## src/rtl/pwm_rc_pkg.sv

```systemverilog
// pwm_rc_pkg: definitions shared by the RC PWM generator and the RC pulse
// capture path.
//   WORDSIZE               width of width/period values, 1 LSB = 1 us
//   pwm_width_t            width/period value type
//   ADDR_CH1..ADDR_CH6     register addresses of the channel width shadows
//   ADDR_PERIOD            register address of the frame period shadow
//   DEFAULT_PERIOD/WIDTH   values loaded at reset
package pwm_rc_pkg;

    localparam int WORDSIZE = 15;

    typedef logic [WORDSIZE-1:0] pwm_width_t;

    localparam logic [2:0] ADDR_CH1    = 3'd0;
    localparam logic [2:0] ADDR_CH2    = 3'd1;
    localparam logic [2:0] ADDR_CH3    = 3'd2;
    localparam logic [2:0] ADDR_CH4    = 3'd3;
    localparam logic [2:0] ADDR_CH5    = 3'd4;
    localparam logic [2:0] ADDR_CH6    = 3'd5;
    localparam logic [2:0] ADDR_PERIOD = 3'd6;

    localparam pwm_width_t DEFAULT_PERIOD = 15'd20000;
    localparam pwm_width_t DEFAULT_WIDTH  = 15'd1500;

endpackage

```

## src/rtl/pwm_gen_ch.sv

```systemverilog
// pwm_gen_ch: one PWM channel.
//   clk, rst        clock, asynchronous active-high reset
//   en              output enable (low forces output low next clk)
//   tick            pwm_clk strobe qualified by en
//   boundary        this tick starts a new frame
//   fs_load         at this boundary load DEFAULT_WIDTH instead of the shadow
//   cnt_next        frame counter value after this tick
//   wr_sel          write strobe for this channel's width shadow
//   wr_data         write data (us)
//   pwm_out         registered PWM output
module pwm_gen_ch
    import pwm_rc_pkg::*;
#(
    parameter pwm_width_t DEFAULT_WIDTH = pwm_rc_pkg::DEFAULT_WIDTH
) (
    input  logic       clk,
    input  logic       rst,
    input  logic       en,
    input  logic       tick,
    input  logic       boundary,
    input  logic       fs_load,
    input  pwm_width_t cnt_next,
    input  logic       wr_sel,
    input  pwm_width_t wr_data,
    output logic       pwm_out
);

    pwm_width_t shadow_q, shadow_d;
    pwm_width_t act_q, act_d;
    logic       out_q, out_d;
    pwm_width_t load_val;

    always_comb begin
        shadow_d = shadow_q;
        act_d    = act_q;
        out_d    = out_q;
        load_val = fs_load ? DEFAULT_WIDTH : shadow_q;

        // The boundary reads shadow_q, so a write in the same clk only
        // becomes visible at the following boundary.
        if (wr_sel) shadow_d = wr_data;
        if (boundary) act_d = load_val;

        if (!en)
            out_d = 1'b0;
        else if (boundary)
            out_d = (load_val != '0);
        else if (tick)
            out_d = (cnt_next < act_q);
    end

    always_ff @(posedge clk or posedge rst) begin
        if (rst) begin
            shadow_q <= DEFAULT_WIDTH;
            act_q    <= DEFAULT_WIDTH;
            out_q    <= 1'b0;
        end else begin
            shadow_q <= shadow_d;
            act_q    <= act_d;
            out_q    <= out_d;
        end
    end

    assign pwm_out = out_q;

endmodule

```

## src/rtl/pwm_gen_rc.sv

```systemverilog
// pwm_gen_rc: frame-synchronous multi-channel servo/ESC PWM generator.
// Widths and period are written into shadow registers and applied only at
// frame boundaries.
//   clk, rst        clock, asynchronous active-high reset
//   pwm_clk         1 MHz tick, one clk wide
//   en              output enable; low forces outputs low and restarts frame
//   wr_en/addr/data register write port (0..5 channel widths, 6 period)
//   pwm_out         PWM outputs, bit 0 = channel 1
//   frame_start     one-clk pulse at each frame start
//   failsafe_act    failsafe active flag
// Optional feature macro: PWM_FAILSAFE_EN (frame-count failsafe).
module pwm_gen_rc
    import pwm_rc_pkg::*;
#(
    parameter int         NUM_CH          = 6,
    parameter pwm_width_t DEFAULT_PERIOD  = pwm_rc_pkg::DEFAULT_PERIOD,
    parameter pwm_width_t DEFAULT_WIDTH   = pwm_rc_pkg::DEFAULT_WIDTH,
    parameter int         FAILSAFE_FRAMES = 10
) (
    input  logic              clk,
    input  logic              rst,
    input  logic              pwm_clk,
    input  logic              en,
    input  logic              wr_en,
    input  logic [2:0]        wr_addr,
    input  pwm_width_t        wr_data,
    output logic [NUM_CH-1:0] pwm_out,
    output logic              frame_start,
    output logic              failsafe_act
);

    pwm_width_t cnt_q, cnt_d;
    pwm_width_t period_sh_q, period_sh_d;
    pwm_width_t period_act_q, period_act_d;
    logic       start_q, start_d;
    logic       frame_start_q, frame_start_d;

    logic              tick;
    logic              boundary;
    logic              ch_wr;
    logic              fs_load;
    pwm_width_t        cnt_next;
    logic [NUM_CH-1:0] wr_sel;

    assign tick     = pwm_clk & en;
    // period_act_q >= 2 always, so the compare never sees an underflow.
    assign boundary = tick & (start_q | (cnt_q == period_act_q - pwm_width_t'(1)));
    assign cnt_next = boundary ? '0 : cnt_q + pwm_width_t'(1);
    assign ch_wr    = wr_en & (wr_addr <= ADDR_CH6);

    always_comb begin
        cnt_d         = cnt_q;
        start_d       = start_q;
        period_sh_d   = period_sh_q;
        period_act_d  = period_act_q;
        frame_start_d = boundary;

        if (!en) begin
            cnt_d   = '0;
            start_d = 1'b1;
        end else if (tick) begin
            cnt_d = cnt_next;
            if (boundary) start_d = 1'b0;
        end

        if (boundary) period_act_d = period_sh_q;
        // Periods below 2 would leave no room for a counting frame.
        if (wr_en && wr_addr == ADDR_PERIOD && wr_data >= pwm_width_t'(2))
            period_sh_d = wr_data;
    end

    always_ff @(posedge clk or posedge rst) begin
        if (rst) begin
            cnt_q         <= '0;
            start_q       <= 1'b1;
            period_sh_q   <= DEFAULT_PERIOD;
            period_act_q  <= DEFAULT_PERIOD;
            frame_start_q <= 1'b0;
        end else begin
            cnt_q         <= cnt_d;
            start_q       <= start_d;
            period_sh_q   <= period_sh_d;
            period_act_q  <= period_act_d;
            frame_start_q <= frame_start_d;
        end
    end

    assign frame_start = frame_start_q;

`ifdef PWM_FAILSAFE_EN
    localparam int FS_W = $clog2(FAILSAFE_FRAMES + 1);

    logic [FS_W-1:0] fs_cnt_q, fs_cnt_d;
    logic            fs_act_q, fs_act_d;
    logic            fs_hit;

    // A channel write in the boundary clk wins: its shadow is used next
    // frame and the counter restarts.
    assign fs_hit = boundary & ~ch_wr & (int'(fs_cnt_q) >= FAILSAFE_FRAMES - 1);

    always_comb begin
        fs_cnt_d = fs_cnt_q;
        fs_act_d = fs_act_q;
        if (ch_wr) begin
            fs_cnt_d = '0;
            fs_act_d = 1'b0;
        end else if (boundary) begin
            if (int'(fs_cnt_q) < FAILSAFE_FRAMES) fs_cnt_d = fs_cnt_q + 1'b1;
            if (fs_hit) fs_act_d = 1'b1;
        end
    end

    always_ff @(posedge clk or posedge rst) begin
        if (rst) begin
            fs_cnt_q <= '0;
            fs_act_q <= 1'b0;
        end else begin
            fs_cnt_q <= fs_cnt_d;
            fs_act_q <= fs_act_d;
        end
    end

    assign fs_load      = fs_hit;
    assign failsafe_act = fs_act_q;
`else
    assign fs_load      = 1'b0;
    assign failsafe_act = 1'b0;
`endif

    for (genvar i = 0; i < NUM_CH; i++) begin : g_ch
        assign wr_sel[i] = wr_en & (wr_addr == 3'(i));

        pwm_gen_ch #(
            .DEFAULT_WIDTH(DEFAULT_WIDTH)
        ) u_ch (
            .clk     (clk),
            .rst     (rst),
            .en      (en),
            .tick    (tick),
            .boundary(boundary),
            .fs_load (fs_load),
            .cnt_next(cnt_next),
            .wr_sel  (wr_sel[i]),
            .wr_data (wr_data),
            .pwm_out (pwm_out[i])
        );
    end

endmodule
```

## config.mk

```make
export PLATFORM = sky130hd
export DESIGN_NAME = pwm_gen_rc
export DESIGN_NICKNAME = d
export VERILOG_FILES = /design/src/rtl/pwm_rc_pkg.sv /design/src/rtl/pwm_gen_ch.sv /design/src/rtl/pwm_gen_rc.sv
export SDC_FILE = /design/constraint.sdc
export NUM_CORES = 1
export LEC_CHECK = 0
export CAP_MARGIN = 10
export CELL_PAD_IN_SITES_DETAIL_PLACEMENT = 0
export CELL_PAD_IN_SITES_GLOBAL_PLACEMENT = 1
export CORE_UTILIZATION = 32
export CTS_BUF_LIST = sky130_fd_sc_hd__clkbuf_2 sky130_fd_sc_hd__clkbuf_4 sky130_fd_sc_hd__clkbuf_8
export DETAILED_ROUTE_END_ITERATION = 10
export GPL_TIMING_DRIVEN = 0
export PLACE_DENSITY = 0.6
export SYNTH_ARGS = -nofsm -noshare
export SYNTH_HDL_FRONTEND = slang
export SYNTH_SLANG_ARGS = --single-unit
export TNS_END_PERCENT = 30
```

## constraint.sdc

```tcl
create_clock -name clk -period 9.2 [get_ports clk]
set_input_delay 1.84 -clock clk [delete_from_list [all_inputs] [get_ports clk]]
set_output_delay 1.84 -clock clk [all_outputs]
set_load 0.005 [all_outputs]
```

==> impl_metrics.ini, run 1 <==
[outcome]
outcome = complete, no violations

[yosys]
mappedNetlistArea_um2 = 12410
synthesis.yosys.warnings = 0
synth_edf_count = 0
synthMuxAreaShare = 0.2028
largest_family_of_logic_cells_by_synthesized_area = multiplexers
synth-compound-area-share = 0.05977
gate_count_post_synth = 1019
ys_top_cells_by_count = 159 x sky130_fd_sc_hd__mux2_2, 138 x sky130_fd_sc_hd__dfrtp_1, 95 x sky130_fd_sc_hd__dfstp_2
area_leader_netlist = sky130_fd_sc_hd__dfrtp_1
synth_cell_type_count = 62
synthAdderAreaFrac = 0.08668
post-synth-top-area-fraction = 0.2782
mappedNetlistNets = 1128
synth_ff_type = sky130_fd_sc_hd__dfrtp_1
post_synth.cell_area_avg_um2 = 12.18
synth_top_cells_by_area = sky130_fd_sc_hd__dfrtp_1 28%, sky130_fd_sc_hd__dfstp_2 20%, sky130_fd_sc_hd__mux2_2 14%, sky130_fd_sc_hd__ha_1 8.7%, sky130_fd_sc_hd__mux2_4 4.6%
synth_xor_area_frac = 0.03034
ys_ff_latch = 233
ys_seq_area_frac = 0.4792
asyncSetResetFlopFracSynth = 1.000
synthSimpleGateAreaFrac = 0.09030
synth.most_common_cell = sky130_fd_sc_hd__mux2_2

[job]
timing.max_cap.violations = 0

[sta]
timing.final.hold_violations = 0
max_slew.worst_pin.slew_ps = 1265
maxSlewViolCount = 0
rsz0062_at_grt = false
worst_setup_skew_after_layout_ps = 21.61
max_freq_mhz = 150.6
timing.final.crit_period_ps = 6640
slew_headroom = 0.1537
hold_slack_ps = 480.7
fin_tns_setup_ps = 0
finalSetupViolCount = 0
final_min_period_over_clock_period = 0.7218

[die]
chipHeight_um = 199.0
initial_utilization = 0.3273
ios = 31
floorplan.rows = 71
x_dimension_of_the_die_um = 199.0
core_area_um2 = 37930
die-area_um2 = 39590

[finish]
drive_above_1_share = 0.3599
final_core_utilization = 0.3767
layoutNonFillerInstCount = 1641
final_nets = 1202
area_delta_synth_final_pct = 15.10
filler_cell_count = 3740

[global_routing]
grt_pass1_wl_um = 51570
antenna_found_initial = 2
grt_pass1_vias = 8221
maximum_number_of_pins_on_one_net_before_global_route_repair = 129
grt.total_usage = 0.1783
globalRouteOverflowTotal = 0

[clock_network]
clkSlewWorstSetupHoldPaths_ps = 60
ctsHoldBuffers = 0
clock_sink_count = 233
cts_post_setup_buffers_inserted = 0
clk_latency_ps = 560
max-clock-path-buffers = 3
numCtsBuffers = 43
count_of_cells_resized_by_post_cts_repair = 0
tritoncts = yes
clock_tree.root_cell = sky130_fd_sc_hd__clkbuf_8
h-tree-depth = 2

[worst_setup_path]
setup.worst_path.class = reg2reg
regToRegEndpoint = g_ch[2].u_ch.pwm_out
worstSetupEndpointType = register
largest_fanout_on_the_critical_path = 10
worst-r2r-setup-slack_ps = 2560
worstReg2RegStart = period_act_q[0]
worst_r2r_path_depth = 21
critical_path_arrival_ps = 7130
setup.worst_path.start_class = register
start_point_of_the_critical_path = period_act_q[0]
cp_data_required_time_ps = 9690

[worst_hold_path]
min_delay_path_depth = 1
hold_path_class = reg2reg
timing.hold.worst.start = period_sh_q[8]
whs_endpoint = period_act_q[8]

[detailed_routing]
wl_per_cell_um = 20.55
remaining_drc_errors = 0
route.vias.total = 8073
post_drt_via_cell_ratio = 4.920
ant_nets = 0
drt-initial-drc-count = 458
detailedRoute.firstPassIterationCount = 5
wirelength_um = 33720

[placement]
routabilityCongestion = 0.7901
port-buffer-count = 26
hpwl_um = 22710
post-place-cells = 1559

[pwr]
vdd_ir_drop_max_mv = 0.1135
power_per_cell_area_nw_per_um2 = 234.8
power.leakage_nw = 6.450
finalPower_mw = 3.355
[sequential cells by signal (all words and copies together), names as in the netlist]
name and cells:
start_q 1, period_act_q 15, g_ch.u_ch.pwm_out 6, g_ch.u_ch.shadow_q 90, period_sh_q 15, g_ch.u_ch.act_q 90
frame_start 1, cnt_q 15
[stage by stage]
stage | cell area [um^2] | worst slack (ps)
3_5_place_dp | 13370 | 2685
2_1_floorplan | 12410 | 1128
3_3_place_gp | 13310 | -2167
4_1_cts | 14280 | 2627
6_report | 14290 | 2560
5_1_grt | 14280 | 2247
[layer usage]
metal	track usage	wire (um)
met1	0.2620	16800
met5	0	0
met3	0.02730	1488
met4	0.05470	822
met2	0.2668	14610
[critical path: stages, from the launching register on]
cell	delay, ps
sky130_fd_sc_hd__dfrtp_1	450
sky130_fd_sc_hd__inv_1	90
sky130_fd_sc_hd__ha_1	290
sky130_fd_sc_hd__or3b_1	370
sky130_fd_sc_hd__clkbuf_2	170
sky130_fd_sc_hd__or4_4	500
sky130_fd_sc_hd__a2111oi_4	350
sky130_fd_sc_hd__nand4_1	270
sky130_fd_sc_hd__a2111oi_4	1000
sky130_fd_sc_hd__o21bai_2	210
sky130_fd_sc_hd__inv_2	180
sky130_fd_sc_hd__buf_6	200
sky130_fd_sc_hd__buf_6	190
sky130_fd_sc_hd__buf_4	200
sky130_fd_sc_hd__nor2_1	290
sky130_fd_sc_hd__ha_1	420
sky130_fd_sc_hd__and4_1	200
sky130_fd_sc_hd__a2111oi_0	410
sky130_fd_sc_hd__o21ai_0	200
sky130_fd_sc_hd__a21oi_1	150
sky130_fd_sc_hd__nor4bb_1	270
sky130_fd_sc_hd__a221o_1	140
[worst max path at each step]
| stage | to | slack, ps | depth (start not counted) |
|---|---|---|---|
| 4_1_cts | g_ch[2].u_ch.pwm_out | 2630 | 21 |
| 5_1_grt | g_ch[2].u_ch.pwm_out | 2250 | 21 |
| 6_report | g_ch[2].u_ch.pwm_out | 2560 | 21 |
| 3_3_place_gp | g_ch[1].u_ch.act_q[0] | -2170 | 2 |
| 3_5_place_dp | g_ch[2].u_ch.pwm_out | 2690 | 21 |
| 2_1_floorplan | cnt_q[0] | 1130 | 1 |
[layout by cell type (no fill, tap or decap), types with 5 or more instances in the layout]
cell type	count
sky130_fd_sc_hd__nand4_1	21
sky130_fd_sc_hd__xnor2_1	34
sky130_fd_sc_hd__o31a_1	7
sky130_fd_sc_hd__o21ai_0	19
sky130_fd_sc_hd__clkdlybuf4s50_1	26
sky130_fd_sc_hd__or4_1	6
sky130_fd_sc_hd__clkinv_2	6
sky130_fd_sc_hd__buf_4	14
sky130_fd_sc_hd__a21oi_1	30
sky130_fd_sc_hd__nand3_1	14
sky130_fd_sc_hd__dfrtp_1	138
sky130_fd_sc_hd__nor2_1	30
sky130_fd_sc_hd__inv_1	89
sky130_fd_sc_hd__a41oi_1	5
sky130_fd_sc_hd__mux2_1	13
sky130_fd_sc_hd__and4_1	5
sky130_fd_sc_hd__xor2_1	9
sky130_fd_sc_hd__a21o_1	12
sky130_fd_sc_hd__ha_1	86
sky130_fd_sc_hd__and3_1	20
sky130_fd_sc_hd__a211oi_1	7
sky130_fd_sc_hd__dfstp_2	95
sky130_fd_sc_hd__mux2_4	38
sky130_fd_sc_hd__nand2b_1	6
sky130_fd_sc_hd__mux2_2	159
sky130_fd_sc_hd__nor4_1	25
sky130_fd_sc_hd__clkbuf_4	22
sky130_fd_sc_hd__clkbuf_1	25
sky130_fd_sc_hd__nor3_1	13
sky130_fd_sc_hd__buf_6	9
sky130_fd_sc_hd__nand2_1	39
sky130_fd_sc_hd__clkbuf_8	49
[kinds of logic (layout without fill, tap and decap cells)]
kind of cell	after synthesis	count (layout)
flops	233	233
mux	211	211
simple gates	202	202
buf+inv	138	247
compound gates	105	105
fa+ha+maj	86	86
xor+xnor	43	43
other cells	1	3
[power breakdown]
| group | total, mW | switching (mW) | internal, mW |
|---|---|---|---|
| Combinational | 0.737 | 0.337 | 0.400 |
| Sequential | 1.57 | 0.190 | 1.38 |
| Clock | 1.05 | 0.441 | 0.606 |
| Total | 3.35 | 0.969 | 2.39 |
[layout make-up]
cell class / count / area (um^2) / area share
multi-input cells: 648 / 5837 / 0.4085
repair buffers: 29 / 306.5 / 0.02145
clock inverters: 9 / 76.32 / 0.005342
inverters: 91 / 349.1 / 0.02443
flip-flops and latches: 233 / 5949 / 0.4164
plain buffers: 47 / 286.5 / 0.02005
well taps: 511 / 639.4 / 0.04475
clock buffers: 71 / 839.6 / 0.05876
diodes: 2 / 5.005 / 0.0003503
Note: power is estimated with default switching activity, not from simulation.
==> inputs of run 2 (changes only) <==
- PLACE_DENSITY: 0.6 -> 0.62
- clock period: 9.2 -> 5.8 ns (I/O delays scaled with it)
==> run 2 against run 1 <==
  * Design area is 0.95% higher
  * Final cell count up 0.18%
  * First-iteration DRC count is 12% lower
  * Critical path depth unchanged
  * Sequential power up 59%
  * Critical path type unchanged
  * Largest cell class unchanged
  * Register-to-register slack lost 2200 ps
  * Combinational power rose by 60%
  * Total power increased by 58%
  * Non-clock buffer count increased by 7
  * Count of clock-buffer cells in the layout unchanged
  * Highest routed layer unchanged
  * Via count rose by 0.25%
  * Clock skew grew 6.7 ps
==> impl_metrics.ini, run 2 (synthesized netlist as in run 1, its figures left out) <==
[outcome]
outcome = complete, no violations

[pwr]
finalPower_mw = 5.305
power.leakage_nw = 6.495
power_per_cell_area_nw_per_um2 = 367.8
vdd_ir_drop_max_mv = 0.2014

[finish]
largest_registers = g_ch.u_ch.act_q (90), g_ch.u_ch.shadow_q (90)
final_common_cell = sky130_fd_sc_hd__mux2_2
final_nets = 1209
diodes = 0
layout_common_cells = 159 x sky130_fd_sc_hd__mux2_2, 138 x sky130_fd_sc_hd__dfrtp_1, 95 x sky130_fd_sc_hd__dfstp_2
area_delta_synth_final_pct = 16.20
drive_above_1_share = 0.3707
final_core_utilization = 0.3803
layoutNonFillerInstCount = 1644
final_area_um2 = 14430

[placement]
placement.setup.worst_slack_ps = -636.4
routabilityCongestion = 0.8164
hpwl_um = 22750
post-place-cells = 1563
port-buffer-count = 26
dpl_cell_area_um2 = 13450

[clock_network]
tritoncts = yes
numCtsBuffers = 43
h-tree-depth = 2
clock_tree.root_cell = sky130_fd_sc_hd__clkbuf_8
max-clock-path-buffers = 3
clock_sink_count = 233
clk_latency_ps = 560
clkSlewWorstSetupHoldPaths_ps = 70

[detailed_routing]
drt-initial-drc-count = 405
route.vias.total = 8093
detailedRoute.firstPassIterationCount = 4
remaining_drc_errors = 0
post_drt_via_cell_ratio = 4.923
ant_nets = 0
wl_per_cell_um = 20.28
wirelength_um = 33330

[sta]
max_slew.worst_pin.slew_ps = 1089
max_freq_mhz = 183.6
finalWorstSetupSlack_ps = 353.0
rsz0062_at_grt = false
worst_setup_skew_after_layout_ps = 28.28
timing.final.crit_period_ps = 5447
finalSetupViolCount = 0
maxSlewViolCount = 0
final_min_period_over_clock_period = 0.9391
timing.final.hold_violations = 0
hold_slack_ps = 479.1
slew_headroom = 0.2726
fin_tns_setup_ps = 0

[global_routing]
globalRouteOverflowTotal = 0
grt_pass1_vias = 8302
antenna_found_initial = 2
maximum_number_of_pins_on_one_net_before_global_route_repair = 43
grt_pass1_wl_um = 51080
grt.total_usage = 0.1763

[die]
chipHeight_um = 199.0
core_area_um2 = 37930
x_dimension_of_the_die_um = 199.0
die-area_um2 = 39590
initial_utilization = 0.3273
ios = 31
floorplan.rows = 71

[worst_setup_path]
setup.worst_path.class = reg2reg
worstSetupEndpointType = register
worstReg2RegStart = period_act_q[0]
timing.critical_path.to = g_ch[2].u_ch.pwm_out
highest_delay_cell_along_the_critical_path = sky130_fd_sc_hd__or4_4
worstPathCellList = inv_1 > ha_2 > or3b_1 > clkbuf_2 > or4_4 > a2111oi_4 > nand4_1 > a2111oi_4 > o21bai_2 > inv_2 > buf_6 > buf_8 > buf_6 > nor2_4 > ha_1 > a21o_1 > a2111oi_2 > o21ai_0 > a21oi_1 > nor4bb_4 > a221o_1
largest_fanout_on_the_critical_path = 10
setup.worst_path.start_class = register
worst-r2r-setup-slack_ps = 350
regToRegEndpoint = g_ch[2].u_ch.pwm_out
critical_path_arrival_ps = 5950
worst_r2r_path_depth = 21
start_point_of_the_critical_path = period_act_q[0]
slowest_delay_ps = 510
cp_data_required_time_ps = 6300

[worst_hold_path]
hold_path_class = reg2reg

[job]
timing.max_cap.violations = 0
[run 2: worst max-delay path, delay by kind of cell, from the launching register on]
kind,cells,cell delay [ps]
flip-flops,1,450
adder cells (fa/ha/maj),2,560
AO/OA/AOI/OAI,8,1950
buffers and inverters,6,930
AND/OR/NAND/NOR,5,1490
[run 2: what timing repair did]
action / in CTS / in global routing
hold buffers: 0 / 0
buffers inserted: 1 / 0
gates resized for setup: 0 / 17
setup endpoints to repair: 6 / 4
pin swaps: 1 / 2
[run 2: cell type report]
cell class / count / area (um^2)
clock inverters: 7 / 42.54
multi-input cells: 648 / 5882
flip-flops and latches: 233 / 5949
fillers: 3715 / 23510
repair buffers: 36 / 414.1
well taps: 511 / 639.4
plain buffers: 47 / 294.0
inverters: 91 / 345.3
clock buffers: 71 / 858.3
[run 2: worst min path at each step]
stage,depth (start not counted),endpoint,slack (ps),startpoint
after floorplan,1,period_act_q[0],460,period_sh_q[0]
after global placement,1,period_act_q[7],470,period_sh_q[7]
after detailed placement,1,period_act_q[1],470,period_sh_q[1]
after CTS,1,period_act_q[0],480,period_sh_q[0]
after global routing,1,period_act_q[0],510,period_sh_q[0]
final,1,period_act_q[0],480,period_sh_q[0]
[run 2: power by group]
group | switching, mW | internal [mW] | leakage, nW
combinational | 0.537 | 0.642 | 3.31
sequential | 0.298 | 2.19 | 2.69
clock | 0.703 | 0.935 | 0.490
[run 2: per-layer routing]
layer,global-route usage,up-vias,routed length [um]
li1,-,3815,-
met1,0.2588,4068,17020
met2,0.2607,152,14160
met3,0.03103,58,1284
met4,0.05556,0,875
met5,0,-,0
